[config.mk]
export PLATFORM = sky130hd
export DESIGN_NAME = mixer_ddc_core
export DESIGN_NICKNAME = d
export VERILOG_FILES = /design/src/rtl/mixer_ddc_core.sv
export SDC_FILE = /design/constraint.sdc
export NUM_CORES = 2
export LEC_CHECK = 0
export CAP_MARGIN = 25
export CORE_MARGIN = 4
export CORE_UTILIZATION = 65
export CTS_BUF_LIST = sky130_fd_sc_hd__clkbuf_8
export DETAILED_ROUTE_END_ITERATION = 6
export GPL_TIMING_DRIVEN = 0
export PLACE_DENSITY = 0.8
export SLEW_MARGIN = 20
export SYNTH_ARGS = -nofsm -noshare
export SYNTH_HDL_FRONTEND = slang
export SYNTH_SLANG_ARGS = --single-unit
export TNS_END_PERCENT = 1
[constraint.sdc]
create_clock -name clk -period 25.6 [get_ports clk]
set_input_delay 5.12 -clock clk [delete_from_list [all_inputs] [get_ports clk]]
set_output_delay 5.12 -clock clk [all_outputs]
set_load 0.02 [all_outputs]
[src/rtl/mixer_ddc_core.sv]
// Receive-side complex down-converter: (I + jQ) * (cos - j*sin) from a 16-entry NCO table in a
// 4-stage stallable valid/ready pipeline. Define MIXER_DDC_ROUND_EN for round-half-up in stage 4.
module mixer_ddc_core #(
  parameter int unsigned DATA_W  = 16,
  parameter int unsigned LO_W    = 8,
  parameter int unsigned PHASE_W = 16,
  parameter int unsigned SHIFT   = 7
) (
  input  logic                      clk,
  input  logic                      rstn,
  input  logic [PHASE_W-1:0]        phase_inc,
  input  logic                      phase_clr,
  input  logic signed [DATA_W-1:0]  s_i,
  input  logic signed [DATA_W-1:0]  s_q,
  input  logic                      s_valid,
  output logic                      s_ready,
  output logic signed [DATA_W-1:0]  m_i,
  output logic signed [DATA_W-1:0]  m_q,
  output logic                      m_valid,
  input  logic                      m_ready,
  output logic                      sat_flag,
  input  logic                      sat_clr
);

  localparam int unsigned ProdW = DATA_W + LO_W;
  localparam int unsigned SumW  = ProdW + 1;
  localparam int unsigned RndW  = SumW + 1;
  localparam int          OutMax = (1 << (DATA_W - 1)) - 1;
  localparam int          OutMin = -(1 << (DATA_W - 1));

  function automatic logic signed [LO_W-1:0] cos_lut(input logic [3:0] k);
    int v;
    case (k)
      4'd0:    v = 127;
      4'd1:    v = 117;
      4'd2:    v = 90;
      4'd3:    v = 49;
      4'd4:    v = 0;
      4'd5:    v = -49;
      4'd6:    v = -90;
      4'd7:    v = -117;
      4'd8:    v = -127;
      4'd9:    v = -117;
      4'd10:   v = -90;
      4'd11:   v = -49;
      4'd12:   v = 0;
      4'd13:   v = 49;
      4'd14:   v = 90;
      default: v = 117;
    endcase
    return LO_W'(v);
  endfunction

  logic                     adv, accept;
  logic [PHASE_W-1:0]       acc_q, acc_d;
  logic [3:0]               idx;
  logic                     v1_q, v2_q, v3_q, m_valid_q;
  logic signed [DATA_W-1:0] i1_q, q1_q;
  logic signed [LO_W-1:0]   c1_q, s1_q;
  logic signed [ProdW-1:0]  p_ic_q, p_qs_q, p_qc_q, p_is_q;
  logic signed [SumW-1:0]   sum_i_q, sum_q_q;
  logic signed [RndW-1:0]   rnd_i, rnd_q, shf_i, shf_q;
  logic signed [DATA_W-1:0] sat_i, sat_q, m_i_q, m_q_q;
  logic                     clip_i, clip_q;
  logic                     sat_flag_q, sat_flag_d;

  // Whole pipeline moves in lockstep; bubbles are kept, not squeezed.
  assign adv     = !m_valid_q || m_ready;
  assign accept  = s_valid && adv;
  assign s_ready = adv;
  assign idx     = acc_q[PHASE_W-1 -: 4];

  always_comb begin
    acc_d = acc_q;
    if (phase_clr) begin
      acc_d = '0;
    end else if (accept) begin
      acc_d = acc_q + phase_inc;
    end
  end

  always_comb begin
    rnd_i = RndW'(sum_i_q);
    rnd_q = RndW'(sum_q_q);
`ifdef MIXER_DDC_ROUND_EN
    rnd_i = rnd_i + RndW'(1 << (SHIFT - 1));
    rnd_q = rnd_q + RndW'(1 << (SHIFT - 1));
`endif
    shf_i = rnd_i >>> SHIFT;
    shf_q = rnd_q >>> SHIFT;
    clip_i = 1'b1;
    clip_q = 1'b1;
    if (shf_i > RndW'(OutMax)) begin
      sat_i = DATA_W'(OutMax);
    end else if (shf_i < RndW'(OutMin)) begin
      sat_i = DATA_W'(OutMin);
    end else begin
      sat_i  = shf_i[DATA_W-1:0];
      clip_i = 1'b0;
    end
    if (shf_q > RndW'(OutMax)) begin
      sat_q = DATA_W'(OutMax);
    end else if (shf_q < RndW'(OutMin)) begin
      sat_q = DATA_W'(OutMin);
    end else begin
      sat_q  = shf_q[DATA_W-1:0];
      clip_q = 1'b0;
    end
  end

  // A clip on the load edge wins over a simultaneous clear.
  always_comb begin
    sat_flag_d = sat_flag_q;
    if (sat_clr) begin
      sat_flag_d = 1'b0;
    end
    if (adv && v3_q && (clip_i || clip_q)) begin
      sat_flag_d = 1'b1;
    end
  end

  always_ff @(posedge clk or negedge rstn) begin
    if (!rstn) begin
      acc_q      <= '0;
      v1_q       <= 1'b0;
      v2_q       <= 1'b0;
      v3_q       <= 1'b0;
      m_valid_q  <= 1'b0;
      m_i_q      <= '0;
      m_q_q      <= '0;
      sat_flag_q <= 1'b0;
    end else begin
      acc_q      <= acc_d;
      sat_flag_q <= sat_flag_d;
      if (adv) begin
        v1_q      <= s_valid;
        v2_q      <= v1_q;
        v3_q      <= v2_q;
        m_valid_q <= v3_q;
        if (v3_q) begin
          m_i_q <= sat_i;
          m_q_q <= sat_q;
        end
      end
    end
  end

  // Datapath registers need no reset; their contents only matter under a valid bit.
  always_ff @(posedge clk) begin
    if (adv) begin
      i1_q    <= s_i;
      q1_q    <= s_q;
      c1_q    <= cos_lut(idx);
      s1_q    <= cos_lut(idx - 4'd4);
      p_ic_q  <= ProdW'(i1_q) * ProdW'(c1_q);
      p_qs_q  <= ProdW'(q1_q) * ProdW'(s1_q);
      p_qc_q  <= ProdW'(q1_q) * ProdW'(c1_q);
      p_is_q  <= ProdW'(i1_q) * ProdW'(s1_q);
      sum_i_q <= SumW'(p_ic_q) + SumW'(p_qs_q);
      sum_q_q <= SumW'(p_qc_q) - SumW'(p_is_q);
    end
  end

  assign m_i      = m_i_q;
  assign m_q      = m_q_q;
  assign m_valid  = m_valid_q;
  assign sat_flag = sat_flag_q;

endmodule

==> summary.md <==
| Metric | Value |
|---|---|
| Outcome | `finished, violations left` |
| Failing checks | `design-rule violations` |
| Layout Utilization | `0.722` |
| Iter 0 DRT Violations | `1621` |
| Critical Path AT | `between 7000 and 8000 ps` |
| Critical Path Max Stage Delay | `~660 ps` |
| Rows | `77` |
| Max_cap viols | `0` |
| CTS buffer count | `44` |
| Net Count, Synth | `about 3800` |
| Vias in the first global route | `23600` |
| CP max-delay cell | `clkdlybuf4s50_1` |
| Worst Path Max Fanout | `51` |
| Post-synthesis cell count | `3074` |
| Port bufs | `87` |
| Clock tree buffer depth | `3` |
| RSZ-0062 raised after global routing | `false` |
| Core outline area | `44400 um2` |
| Resized Gates After CTS | `0` |
| Commonest cells after routing, fill and taps aside | `inv_1, fa_1, and2_1, ha_1, nand2_1` |
| Routed wire length | `75500 um` |
| Slew Viols, Final | `0` |
| Grt total ovfl | `0` |
| Crit. End Element | `output port` |
| Critical-path cell list | `clkdlybuf4s50_1 -> nand2b_1 -> clkbuf_4 -> buf_12 -> clkdlybuf4s50_1` |
| Most common cell after layout, fill and taps aside | `inv_1` |
| Post-synth cell types | `between 80 and 90` |
| Flops & latches, synth | `approximately 230` |
| Largest net degree at the start of global routing | `between 50 and 60` |
| Max Fclk | `a little over 80 MHz` |
| Avg WL per Cell | `just under 20 um` |
| CTS clk-pin slew, worst paths | `approximately 50 ps` |
| Yosys warning total | `0` |
| FFs w/ async S/R, synth | `0.227` |
| Mean Syn Cell Area | `9.56 um2` |
| I/O Pins | `89` |
| CTS tree | `built` |
| Htree depth | `2` |
| Post-DP HPWL | `~61000 um` |
| Top_reg_cell synth | `edfxtp_1` |
| Root buffer cell | `clkbuf_8` |
| Initial antenna violation count | `7` |
| Layout cells sized above 1 | `0.0302` |
| First-pass GRT wire length | `122000 um` |
| Final hold violations | `0` |
| Vias/cell | `5.77` |
| Worst-margin pin slew | `918 ps` |
| GP Congestion | `just under 1` |
| Synthesized area | `29400 um2` |
| Post-route DRC | `3` |
| Post-synth EDFFs | `180` |
| Startpoint Class | `input pin` |
| Synth-to-Final Area Change | `9.07%` |
| Clock skew | `around 49 ps` |
| Nets | `around 4000` |
| Vias | `about 22000` |
| Starting Density | `0.662` |
| Most frequent CP cell | `clkdlybuf4s50_1` |
| Die ar. | `48700 um2` |
| Total global-route track usage | `0.324` |
| Crit path max-delay family | `buffers and inverters` |
| Setup violators final | `0` |
| Clock net sink count | `between 200 and 250` |
| DRT antenna net count | `0` |
| Sequential fraction of the synthesis area | `0.229` |
| Worst hold path type | `register to register` |
| Slew HR | `0.388` |
| Final min period | `12420 ps` |
| Critical path class | `input pin to output port` |
| Die height | `221 um` |
| Setup Fix Bufs, Post-CTS | `0` |
| Setup tns final | `0 ps` |
| Period utilization | `0.485` |
| Die span in x | `roughly 220 um` |
| Critical Path RT | `between 20000 and 25000 ps` |
| Worst Path Buf+Inv | `4` |
| Filler cell count | `3300` |
| Cts hold-fix bufs | `0` |
| Drt first pass iters | `7` |
| Clock Latency Late Sink | `around 650 ps` |
[worst register-to-register path: stages (launching register included)]
cell	delay, ps
edfxtp_1	540
inv_1	140
clkbuf_1	630
buf_1	730
nor2_1	120
fa_1	540
fa_1	450
fa_1	510
inv_1	60
fa_1	550
inv_1	50
ha_1	240
or4_1	530
o21ai_1	240
a21oi_1	150
a21oi_1	340
o21ai_0	190
xnor2_1	650
[path summary, 6_finish.rpt]
path                            slack, ps    start  cells past startpoint    endpoint
worst max register to register      18640  c1_q[7]                     17  p_ic_q[23]
max in group asynchronous           20520     rstn                      1      m_q[4]
worst min register to register        470   m_q[4]                      2      m_q[4]
worst min-delay path                  470   m_q[4]                      2      m_q[4]
min in group asynchronous            4570     rstn                      1     m_i[14]
worst max-delay path                13180  m_ready                      5     s_ready
[routing by layer]
| metal | up-vias | global-route usage | wire [um] |
|---|---|---|---|
| li1 | 10000 | - | - |
| met1 | 11000 | 0.417 | 29600 |
| met2 | 895 | 0.531 | 35300 |
| met3 | 236 | 0.0772 | 7100 |
| met4 | 8 | 0.136 | 3460 |
| met5 | - | 0 | 53 |
[Yosys cell counts (19+ instances only)]
library cell,count,area [um2]
nand2_1,245,920
a21oi_1,112,561
nor2b_1,27,169
o21ai_0,124,621
inv_1,568,2130
nand3_1,23,115
dfrtp_1,53,1330
ha_1,246,3080
xor2_1,32,280
nor2_1,174,653
o21a_1,19,143
a21o_1,47,353
fa_1,413,8270
and2_1,358,2240
edfxtp_1,180,5410
xnor2_1,95,832
clkbuf_1,111,417
nand2b_1,25,156
[registers in the layout, indices dropped and copies added (netlist names), 8 cells and up]
register  cells
p_qs_q       24
sum_q_q      18
acc_q        16
p_is_q       24
c1_q          8
p_qc_q       24
s1_q          8
m_q          16
p_ic_q       24
sum_i_q      18
i1_q         16
m_i          16
q1_q         16
[cell type report]
cell class / instances / area [um2] / area share
well taps: 592 / 741 / 0.0231
repair buffers: 90 / 943 / 0.0294
inverters: 570 / 2140 / 0.0667
plain buffers: 118 / 450 / 0.0141
clock buffers: 48 / 661 / 0.0206
clock inverters: 33 / 308 / 0.00960
flip-flops and latches: 233 / 6730 / 0.210
diodes: 4 / 10.0 / 0.000312
multi-input cells: 2153 / 20100 / 0.626
[cell families (layout without fill, tap and decap cells)]
| family | after synthesis | in the layout | synth area share |
|---|---|---|---|
| AOI/OAI and AO/OA | 439 | 439 | 0.0960 |
| and+or+nand+nor | 920 | 920 | 0.160 |
| muxes | 8 | 8 | 0.00298 |
| other | 0 | 4 | 0 |
| buffers and inverters | 688 | 859 | 0.0880 |
| DFF | 233 | 233 | 0.229 |
| xor gates and xnor gates | 127 | 127 | 0.0378 |
| adders and majority gates | 659 | 659 | 0.386 |
[through the flow]
stage	instances	worst slack (ps)	hold slack (ps)	cell area, um2
2_1_floorplan	3074	10080	453	29400
3_5_place_dp	3756	13180	470	31100
5_1_grt	3838	13070	510	32000
6_report	3841	13180	474	32100
4_1_cts	3837	13170	482	32000
3_3_place_gp	3753	6040	463	31000
Power is not shown: default switching activity piles up to over one toggle a cycle in this logic, so the estimate is an artifact.
